[src/rtl/rtm_pkg.sv]
// rtm_pkg: shared constants and types for resp_timeout_monitor.
//   - Knight's Tour protocol response bytes and the gyro calibration command
//   - default cycle budgets for the usual things a channel is armed to watch
//   - per-channel state encoding
package rtm_pkg;

  localparam logic [7:0]  POS_ACK  = 8'hA5;
  localparam logic [7:0]  ACK      = 8'h5A;
  localparam logic [15:0] CAL_GYRO = 16'h2000;

  localparam int CMD_SENT_TMO = 60000;
  localparam int RESP_TMO     = 60000;
  localparam int MOVE_TMO     = 12000000;
  localparam int CAL_TMO      = 30000000;
  localparam int SOL_TMO      = 8000000;

  typedef enum logic {IDLE = 1'b0, WAIT = 1'b1} rtm_state_t;

endpackage

[src/rtl/rtm_chan.sv]
// rtm_chan: one monitor channel.
//   Arm latches a budget, a compare enable and an expected byte, then the
//   channel waits for a rising edge on evt. It resolves as pass, mismatch or
//   timeout, and flags a stray rise when one arrives while idle.
// Ports:
//   clk, rst           clock, async active-high reset
//   arm                start/restart strobe
//   limit/chk_en/exp_data  request fields, latched on arm
//   evt, evt_data      completion level signal and its data
//   busy               armed and waiting
//   done, pass         registered one-cycle resolve pulses
//   tmo_hit/mis_hit/stray_hit  combinational error flags; they land in the
//                      parent's sticky bits on the same edge that raises done
module rtm_chan
  import rtm_pkg::*;
#(
  parameter int CNT_W  = 26,
  parameter int DATA_W = 8
) (
  input  logic              clk,
  input  logic              rst,
  input  logic              arm,
  input  logic [CNT_W-1:0]  limit,
  input  logic              chk_en,
  input  logic [DATA_W-1:0] exp_data,
  input  logic              evt,
  input  logic [DATA_W-1:0] evt_data,
  output logic              busy,
  output logic              done,
  output logic              pass,
  output logic              tmo_hit,
  output logic              mis_hit,
  output logic              stray_hit
);

  rtm_state_t        state, state_nx;
  logic [CNT_W-1:0]  cnt, cnt_nx;
  logic [CNT_W-1:0]  lim_q;
  logic              chk_q;
  logic [DATA_W-1:0] exp_q;
  logic              evt_q;
  logic              rise, last_cyc, ld, done_nx, pass_nx;

  assign rise     = evt & ~evt_q;
  // budget exhausted after this cycle; limit 0 disables the timeout
  assign last_cyc = (lim_q != '0) && (cnt == lim_q - 1'b1);
  assign busy     = (state == WAIT);

  always_comb begin
    state_nx  = state;
    cnt_nx    = cnt;
    ld        = 1'b0;
    done_nx   = 1'b0;
    pass_nx   = 1'b0;
    tmo_hit   = 1'b0;
    mis_hit   = 1'b0;
    stray_hit = 1'b0;
    case (state)
      IDLE: begin
        // a rise coinciding with arm belongs to neither request
        if (!arm && rise) stray_hit = 1'b1;
      end
      WAIT: begin
        if (rise) begin
          // rise in the last budget cycle still wins over the timeout
          done_nx  = 1'b1;
          state_nx = IDLE;
          if (chk_q && (evt_data != exp_q)) mis_hit = 1'b1;
          else                              pass_nx = 1'b1;
        end else if (arm) begin
          // silent restart handled below
        end else if (last_cyc) begin
          done_nx  = 1'b1;
          tmo_hit  = 1'b1;
          state_nx = IDLE;
        end else if (cnt != '1) begin
          cnt_nx = cnt + 1'b1;
        end
      end
      default: state_nx = IDLE;
    endcase
    // arm always (re)starts; with a same-cycle rise the old request has
    // already resolved above
    if (arm) begin
      state_nx = WAIT;
      cnt_nx   = '0;
      ld       = 1'b1;
    end
  end

  always_ff @(posedge clk or posedge rst) begin
    if (rst) begin
      state <= IDLE;
      cnt   <= '0;
      lim_q <= '0;
      chk_q <= 1'b0;
      exp_q <= '0;
      evt_q <= 1'b0;
      done  <= 1'b0;
      pass  <= 1'b0;
    end else begin
      state <= state_nx;
      cnt   <= cnt_nx;
      evt_q <= evt;
      done  <= done_nx;
      pass  <= pass_nx;
      if (ld) begin
        lim_q <= limit;
        chk_q <= chk_en;
        exp_q <= exp_data;
      end
    end
  end

endmodule

[src/rtl/resp_timeout_monitor.sv]
// resp_timeout_monitor: NUM_CH independent response/timeout channels plus a
// sticky error summary.
// Ports:
//   clk, rst       clock, async active-high reset
//   arm, limit, chk_en, exp_data   per-channel request (latched on arm)
//   evt, evt_data  per-channel completion level signal and data
//   clr_err        clears sticky bits, err_cnt and first_err_ch
//   busy, done, pass               per-channel status / resolve pulses
//   tmo_err, mis_err, stray_err    per-channel sticky error bits
//   any_err        OR of all sticky bits
//   first_err_ch   lowest channel flagging in the first error cycle
//   err_cnt        saturating count of error events
module resp_timeout_monitor
  import rtm_pkg::*;
#(
  parameter int NUM_CH   = 4,
  parameter int CNT_W    = 26,
  parameter int DATA_W   = 8,
  parameter int ERRCNT_W = 8,
  localparam int FE_W    = (NUM_CH > 1) ? $clog2(NUM_CH) : 1
) (
  input  logic                           clk,
  input  logic                           rst,
  input  logic [NUM_CH-1:0]              arm,
  input  logic [NUM_CH-1:0][CNT_W-1:0]   limit,
  input  logic [NUM_CH-1:0]              chk_en,
  input  logic [NUM_CH-1:0][DATA_W-1:0]  exp_data,
  input  logic [NUM_CH-1:0]              evt,
  input  logic [NUM_CH-1:0][DATA_W-1:0]  evt_data,
  input  logic                           clr_err,
  output logic [NUM_CH-1:0]              busy,
  output logic [NUM_CH-1:0]              done,
  output logic [NUM_CH-1:0]              pass,
  output logic [NUM_CH-1:0]              tmo_err,
  output logic [NUM_CH-1:0]              mis_err,
  output logic [NUM_CH-1:0]              stray_err,
  output logic                           any_err,
  output logic [FE_W-1:0]                first_err_ch,
  output logic [ERRCNT_W-1:0]            err_cnt
);

  localparam int NW = $clog2(NUM_CH + 1);
  localparam int SW = ERRCNT_W + NW;

  logic [NUM_CH-1:0]   tmo_hit, mis_hit, stray_hit, flag;
  logic [NW-1:0]       n_flag;
  logic [FE_W-1:0]     lo_ch, first_nx;
  logic [ERRCNT_W-1:0] cnt_base, cnt_nx;
  logic [SW-1:0]       sum;
  logic                rec_q, rec_base, rec_nx;

  for (genvar g = 0; g < NUM_CH; g++) begin : g_ch
    rtm_chan #(.CNT_W(CNT_W), .DATA_W(DATA_W)) u_chan (
      .clk       (clk),
      .rst       (rst),
      .arm       (arm[g]),
      .limit     (limit[g]),
      .chk_en    (chk_en[g]),
      .exp_data  (exp_data[g]),
      .evt       (evt[g]),
      .evt_data  (evt_data[g]),
      .busy      (busy[g]),
      .done      (done[g]),
      .pass      (pass[g]),
      .tmo_hit   (tmo_hit[g]),
      .mis_hit   (mis_hit[g]),
      .stray_hit (stray_hit[g])
    );
  end

  // a channel raises at most one kind of error per cycle
  assign flag    = tmo_hit | mis_hit | stray_hit;
  assign any_err = |{tmo_err, mis_err, stray_err};

  always_comb begin
    n_flag = '0;
    lo_ch  = '0;
    for (int i = 0; i < NUM_CH; i++) n_flag = n_flag + NW'(flag[i]);
    for (int i = NUM_CH - 1; i >= 0; i--) if (flag[i]) lo_ch = FE_W'(i);
  end

  // clr_err and new errors in the same cycle: clear first, then accumulate
  always_comb begin
    cnt_base = clr_err ? '0 : err_cnt;
    rec_base = clr_err ? 1'b0 : rec_q;
    sum      = SW'(cnt_base) + SW'(n_flag);
    cnt_nx   = (|sum[SW-1:ERRCNT_W]) ? '1 : sum[ERRCNT_W-1:0];
    rec_nx   = rec_base;
    first_nx = clr_err ? '0 : first_err_ch;
    if (!rec_base && (|flag)) begin
      rec_nx   = 1'b1;
      first_nx = lo_ch;
    end
  end

  always_ff @(posedge clk or posedge rst) begin
    if (rst) begin
      tmo_err      <= '0;
      mis_err      <= '0;
      stray_err    <= '0;
      err_cnt      <= '0;
      first_err_ch <= '0;
      rec_q        <= 1'b0;
    end else begin
      tmo_err      <= (clr_err ? '0 : tmo_err)   | tmo_hit;
      mis_err      <= (clr_err ? '0 : mis_err)   | mis_hit;
      stray_err    <= (clr_err ? '0 : stray_err) | stray_hit;
      err_cnt      <= cnt_nx;
      first_err_ch <= first_nx;
      rec_q        <= rec_nx;
    end
  end

endmodule

[config.mk]
export PLATFORM = sky130hd
export DESIGN_NAME = resp_timeout_monitor
export DESIGN_NICKNAME = d
export VERILOG_FILES = /design/src/rtl/rtm_pkg.sv /design/src/rtl/rtm_chan.sv /design/src/rtl/resp_timeout_monitor.sv
export SDC_FILE = /design/constraint.sdc
export NUM_CORES = 1
export LEC_CHECK = 0
export CAP_MARGIN = 10
export CORE_ASPECT_RATIO = 1.1
export CORE_MARGIN = 10
export CORE_UTILIZATION = 33
export CTS_CLUSTER_DIAMETER = 150
export DETAILED_ROUTE_END_ITERATION = 7
export DONT_BUFFER_PORTS = 1
export PLACE_DENSITY = 0.59
export SLEW_MARGIN = 5
export SYNTH_ARGS = -nofsm -noshare
export SYNTH_HDL_FRONTEND = slang
export SYNTH_SLANG_ARGS = --single-unit
[constraint.sdc]
create_clock -name clk -period 13.23 [get_ports clk]
set_clock_uncertainty 0.15 [all_clocks]
set_input_delay 1.9845 -clock clk [delete_from_list [all_inputs] [get_ports clk]]
set_output_delay 1.9845 -clock clk [all_outputs]
set_load 0.01 [all_outputs]
# After elaboration in Yosys (flattened, before gate mapping)

Cells that the tools add are included.

Muxes and demuxes: 109
Eq/ne operators: 20
Reduce and logical (&&, ||, !) cells: 38
Add/sub/neg operators: 12
Bitwise operators: 13

Operators by type and width:

| kind                    | count |
|---|---|
| $mux W26                | 20 |
| $add A26 B1 Y26 const B | 4 |
| $eq A26 B26 Y1          | 4 |
| $ne A26 B26 Y1 const B  | 4 |
| $reduce_bool A26 Y1     | 4 |
| $sub A26 B1 Y26 const B | 4 |
| $mux W1                 | 78 |
| $ne A8 B8 Y1            | 4 |
| $or A4 B4 Y4            | 5 |
| $reduce_bool A2 Y1      | 9 |
| $mux W8                 | 2 |
| $ne A2 B2 Y1 const B    | 8 |
| $reduce_and A4 Y1       | 4 |
| $logic_and A1 B1 Y1     | 13 |
| $mux W2                 | 6 |
| $mux W4                 | 3 |
| $reduce_or A12 Y1       | 1 |
| $add A8 B3 Y9           | 1 |
| $logic_not A1 Y1        | 5 |
| $and A1 B1 Y1           | 4 |
| $not A1 Y1              | 4 |
| $reduce_or A4 Y1        | 1 |
| $add A2 B1 Y3           | 1 |
| $add A3 B1 Y3           | 1 |
| other kinds (2)         | 2 |

Bits of input ports: 183
Logic and storage cells: 230
Register bits: 283

# Longest topological paths before layout

Depth in word-level cells: 15
Mapped depth: 19
Gate-level depth less buffers: 18

# By module

From an unflattened synthesis, not the netlist that was laid out.

Cells, all modules: 1881
Area, all modules: 18291.3 sq um

By module, submodules not included:

| module                        | seq. area each (sq um) | area an instance (sq um) | cells an instance | instances |
|---|---|---|---|---|
| rtm_chan (g_ch[0].u_chan ...) | 1626.6                 | 4319.1                   | 448               | 3 |
| rtm_chan (g_ch[3].u_chan)     | 1626.6                 | 4182.8                   | 433               | 1 |
| resp_timeout_monitor          | 575.6                  | 1151.1                   | 104               | 1 |

# Worst setup path after synthesis

Ideal clock, no wire load.

Path type: input to register
Start point: in arm[1]
End point: reg err_cnt[4]
Cell stages on the path: 14
Library setup time: 0.134 ns
Path buffers: 1
Arrival time: 5.468 ns
Setup slack: 7.478 ns
Required time: 12.946 ns
Cell sequence: clkbuf_1 nor3_1 o2111a_1 a21bo_2 or4_1 a2111oi_0 a31oi_1 inv_1 fa_1 fa_1 fa_1 and3_1 nand4_1 o21ai_0

Cells in the longest elaborated chain, start to end: 11

RTL lines:

| element                                               | line                                       | text |
|---|---|---|
| from (decl)                                           | resp_timeout_monitor.sv:24                 | `input logic [NUM_CH-1:0] arm,` |
| $mux W1 / $logic_not A1 Y1 (equally long branches)    | rtm_chan.sv:70, rtm_chan.sv:61             |  |
| $mux W1 / $logic_and A1 B1 Y1 (equally long branches) | rtm_chan.sv:64, rtm_chan.sv:61             |  |
| $mux W1 (on tied branches)                            | rtm_chan.sv:58, rtm_chan.sv:61             |  |
| $or A4 B4 Y4 / $mux W1 (equally long branches)        | resp_timeout_monitor.sv:72, rtm_chan.sv:58 |  |
| $or A4 B4 Y4 (*)                                      | resp_timeout_monitor.sv:72                 | `assign flag = tmo_hit \| mis_hit \| stray_hit;` |
| $add A1 B1 Y2 (*)                                     | resp_timeout_monitor.sv:78                 | `for (int i = 0; i < NUM_CH; i++) n_flag = n_flag + NW'(flag[i]);` |
| $add A2 B1 Y3 (*)                                     | resp_timeout_monitor.sv:78                 |  |
| $add A3 B1 Y3 (*)                                     | resp_timeout_monitor.sv:78                 |  |
| $add A8 B3 Y9 (*)                                     | resp_timeout_monitor.sv:86                 | `sum = SW'(cnt_base) + SW'(n_flag);` |
| $reduce_or A3 Y1                                      | resp_timeout_monitor.sv:87                 | `cnt_nx = (\|sum[SW-1:ERRCNT_W]) ? '1 : sum[ERRCNT_W-1:0];` |
| $mux W8 (*)                                           | resp_timeout_monitor.sv:87                 |  |
| named net cnt_nx[4]                                   | resp_timeout_monitor.sv:48                 | `logic [ERRCNT_W-1:0] cnt_base, cnt_nx;` |
| to (signal assigned)                                  | resp_timeout_monitor.sv:108                | `err_cnt <= cnt_nx;` |
| to (decl)                                             | resp_timeout_monitor.sv:39                 | `output logic [ERRCNT_W-1:0] err_cnt` |

Mark *: on every way through the listed nets, which the timed path passes. The rest lies on a longest branch.
A chain may end at the register's enable or synchronous reset.

# Worst setup path after layout

Start point: reg g_ch[1].u_chan.lim_q[0]
End point: reg err_cnt[4]

Cells in the longest elaborated chain, start to end: 15

RTL lines:

| element                       | line                       | text |
|---|---|---|
| from (decl)                   | rtm_chan.sv:38             | `logic [CNT_W-1:0] lim_q;` |
| from (signal assigned)        | rtm_chan.sv:108            | `lim_q <= limit;` |
| $sub A26 B1 Y26               | rtm_chan.sv:46             | `assign last_cyc = (lim_q != '0) && (cnt == lim_q - 1'b1);` |
| $eq A26 B26 Y1                | rtm_chan.sv:46             |  |
| $logic_and A1 B1 Y1 (*)       | rtm_chan.sv:46             |  |
| $mux W1 (*)                   | rtm_chan.sv:72             | `end else if (last_cyc) begin` |
| $mux W1 (*)                   | rtm_chan.sv:70             | `end else if (arm) begin` |
| $mux W1 (*)                   | rtm_chan.sv:64             | `if (rise) begin` |
| $mux W1 (*)                   | rtm_chan.sv:58             | `case (state)` |
| $or A4 B4 Y4 (*) (2 in a row) | resp_timeout_monitor.sv:72 |  |
| $add A1 B1 Y2 (*)             | resp_timeout_monitor.sv:78 |  |
| $add A2 B1 Y3 (*)             | resp_timeout_monitor.sv:78 |  |
| $add A3 B1 Y3 (*)             | resp_timeout_monitor.sv:78 |  |
| $add A8 B3 Y9 (*)             | resp_timeout_monitor.sv:86 |  |
| $reduce_or A3 Y1              | resp_timeout_monitor.sv:87 |  |
| $mux W8 (*)                   | resp_timeout_monitor.sv:87 |  |
| named net cnt_nx[4]           | resp_timeout_monitor.sv:48 |  |

Marks and branches as above.

==> out/metrics.yaml <==
outcome:
  status: "finished, final reports clean"
cells_and_area:
  nets: 1865
  ratio_of_cells_with_drive_above_1_in_the_final_layout: 0.136
  design_area_mm2: 0.0185
  area.sequential_mm2: 0.00708
  area_delta_synth_final_pct: 9.87
  multi_input_comb_area_mm2: 0.00912
  num-fill-cells: 4969
die:
  die_height_um: 257
  core_area_mm2: 0.0503
  fp.dieW_um: 235
  initial_core_util: 0.334
  placementRows: 86
  floorplan.io_pins: 218
  fp.dieArea_mm2: 0.0603
timing:
  finalCriticalPeriod_ns: 5.74
  layout_setup_ws_ns: 7.49
  max-slew-margin-rel: 0.353
  fin_setup_tns_ns: 0
  report.final.hold_viol_count: 0
  report.final.setup_viol: 0
  final.hold.worst_slack_ns: 0.361
  rsz0062_at_grt: "no"
  slew_violations: 0
  min_period_over_period: 0.434
  max_freq_mhz: 174
  worst-slew-pin-transition_ns: 0.968
route:
  routed-via-count: 12700
  vias_per_cell: 5.41
  wirelength_um: 45400
  drt_drc_violations_left: 0
  initialDrtViolationCount: 734
  first_pass_iters: 5
  routedWlPerCell_um: 19.3
  drt.antenna.violating_nets: 0
critical_path:
  reg2regPathDepth: 16
  path_max_fanout: 8
  crit_path_start_kind: "flop"
  timing.critical_path.arrival_ns: 6.01
  worstSetupPathType: "reg -> reg"
  worstSetupEndpointType: "flop"
  crit_required_ns: 13.50
  timing.rr.end: "err_cnt[4]"
  setup.worst_path.start: "g_ch[1].u_chan.lim_q[0]"
  crit-reg2reg-launch: "g_ch[1].u_chan.lim_q[0]"
  regToRegSetupSlack_ns: 7.49
global_route:
  grt_max_degree: 85
  grt_pass1_vias: 12700
  grt_first_pass_wirelength_um: 72400
  gr-total-overflow: 0
  all_layer_global_routing_usage: 0.147
  antenna_found_initial: 5
placement:
  detailedPlace.worstSlack_ns: 7.11
  port_buffers: 0
  placedInstanceArea_mm2: 0.0172
  post-dp-hpwl_um: 34100
  gpl.final_weighted_congestion: 0.861
clock_network:
  cts.hold.buffers_added: 0
  cts_clk_pin_slew_worst_paths_ns: 0.06
  tritoncts: "done"
  clk_latency_ns: 0.55
  clockRootBuffer: "clkbuf_16"
  clock_tree.htree_level_count: 2
  number_of_buffers_created_by_cts: 35
  postCtsSetupRepairBufs: 0
  post_cts_resized: 0
  cts_num_sinks: 283
  clock_tree.buffer_depth: 3
power_and_ir_drop:
  power-per-cell-area_mw_per_mm2: 123
  peakVddDrop_uv: 114
  power_report.internal_total_mw: 1.66
  leakage_nw: 7.04
  clock_power_share: 0.442
  power.total_mw: 2.27
  netSwitchingPower_mw: 0.607
  seq_power_share: 0.445
  comb_power_share: 0.113
  p_sw_frac: 0.267
worst_hold_path:
  whs_path_depth: 1
  hold_start: "g_ch[0].u_chan.chk_q"
  worst_hold_path.endpoint: "g_ch[0].u_chan.chk_q"
  worst_hold_path_type: "reg -> reg"
synthesis:
  synth.distinct_cells: 83
  netlist_top_cells_count: "dfrtp_1 (283), xnor2_1 (153), nor2_1 (142)"
  synthTopCellsByArea: "dfrtp_1 (42%), mux2_2 (8.8%), xnor2_1 (8.0%)"
  synth.yosys.seq_area_share: 0.422
  netlist.area_leader.share: 0.422
  synth.most_common_cell: "dfrtp_1"
  synth_area_leader_cell: "dfrtp_1"
  postSynthAreaPerCell_um2: 9.79
  ys_seq_elements: 283
  mapped_cell_area_mm2: 0.0168
  number_of_standard_cells_after_synthesis: 1716
  share_of_synthesized_registers_carrying_an_async_set_or_reset: 1.00
  count_of_flip_flops_with_a_built_in_enable_after_synthesis: 0
  synth_flop_cell: "dfrtp_1"
  postSynthNetCount: 1915
  count_of_yosys_warnings_during_synthesis: 0
flow_run:
  drv_cap: 0
metal layers:
metal	up-vias	GRT usage	wire length, µm
met2	308	0.246	21700
met3	75	0.0441	3000
li1	6076	-	-
met4	4	0.0405	1090
met5	-	0	32
met1	6259	0.179	19600
power groups by stage:
| stage | sequential (mW) | clock [mW] | combinational (mW) |
|---|---|---|---|
| after floorplan | 0.986 | 0 | 0.239 |
| after global placement | 1.02 | 0 | 0.253 |
| after detailed placement | 1.03 | 0 | 0.259 |
| after CTS | 1.01 | 1.03 | 0.260 |
| after global routing | 1.02 | 1.07 | 0.290 |
| final | 1.01 | 1.00 | 0.256 |
worst max-delay path by stage:
stage	end	slack (ns)	cells after the start
after global placement	err_cnt[4]	7.17	13
after global routing	err_cnt[4]	6.82	16
final	err_cnt[4]	7.49	16
after detailed placement	err_cnt[5]	7.11	13
after floorplan	err_cnt[0]	3.29	1
after CTS	err_cnt[5]	7.52	16
cell usage in the layout (no fill, tap or decap), types with 11 or more instances in the layout:
cell / n
nor2b_1: 20
xnor2_1: 153
a31oi_1: 11
or4_1: 26
o31ai_1: 15
or3_1: 46
nor4_1: 47
nand2b_1: 23
xor2_1: 79
nand3_1: 59
inv_1: 45
o21ai_0: 66
ha_1: 13
and3_1: 28
nor2_1: 142
nand4_1: 43
clkbuf_16: 35
nor3_1: 69
nand3b_1: 12
mux2_2: 131
nand2_1: 88
dfrtp_1: 283
a21oi_1: 45
logic make-up after synthesis:
logic type               after synthesis  synth area share
multiplexers                         140            0.0936
flip-flops                           283             0.422
buffers and inverters                138            0.0356
adder cells (fa/ha/maj)               16            0.0133
AO/OA/AOI/OAI                        236            0.0936
XOR/XNOR                             232             0.121
AND/OR/NAND/NOR                      671             0.221
cell type report:
| type | instances | area share |
|---|---|---|
| multi-input combinational | 1295 | 0.494 |
| sequential | 283 | 0.384 |
| clock buffer | 49 | 0.0552 |
| tap | 660 | 0.0447 |
| clock inverter | 12 | 0.0102 |
| inverter | 46 | 0.00976 |
| timing repair buffer | 5 | 0.00203 |
| antenna | 2 | 0.000271 |
flip-flops by register name, indices dropped and copies added (netlist names):
| name | flops |
|---|---|
| err_cnt | 8 |
| first_err_ch | 2 |
| g_ch.u_chan.busy | 4 |
| g_ch.u_chan.chk_q | 4 |
| g_ch.u_chan.cnt | 104 |
| g_ch.u_chan.done | 4 |
| g_ch.u_chan.evt_q | 4 |
| g_ch.u_chan.exp_q | 32 |
| g_ch.u_chan.lim_q | 104 |
| g_ch.u_chan.pass | 4 |
| mis_err | 4 |
| rec_q | 1 |
| stray_err | 4 |
| tmo_err | 4 |
through the flow:
stage,util,cells
2_1_floorplan,-,1716
3_3_place_gp,0.343,2289
3_5_place_dp,0.343,2289
4_1_cts,0.367,2350
5_1_grt,0.367,2350
6_report,0.367,2352
worst max-delay path, stage by stage (launching register included):
cell and delay [ns]:
dfrtp_1 0.44, inv_1 0.13, ha_1 0.31, nor3b_1 0.55, nand3_1 0.38, o31a_1 0.40, nor4_1 0.26, and3b_1 0.26
a2111oi_0 0.48, a31oi_1 0.25, inv_1 0.14, fa_1 0.42, fa_1 0.45, fa_1 0.46, and3_1 0.21, nand4_1 0.20
o21ai_0 0.12
Note: power is estimated with default switching activity, not from simulation.
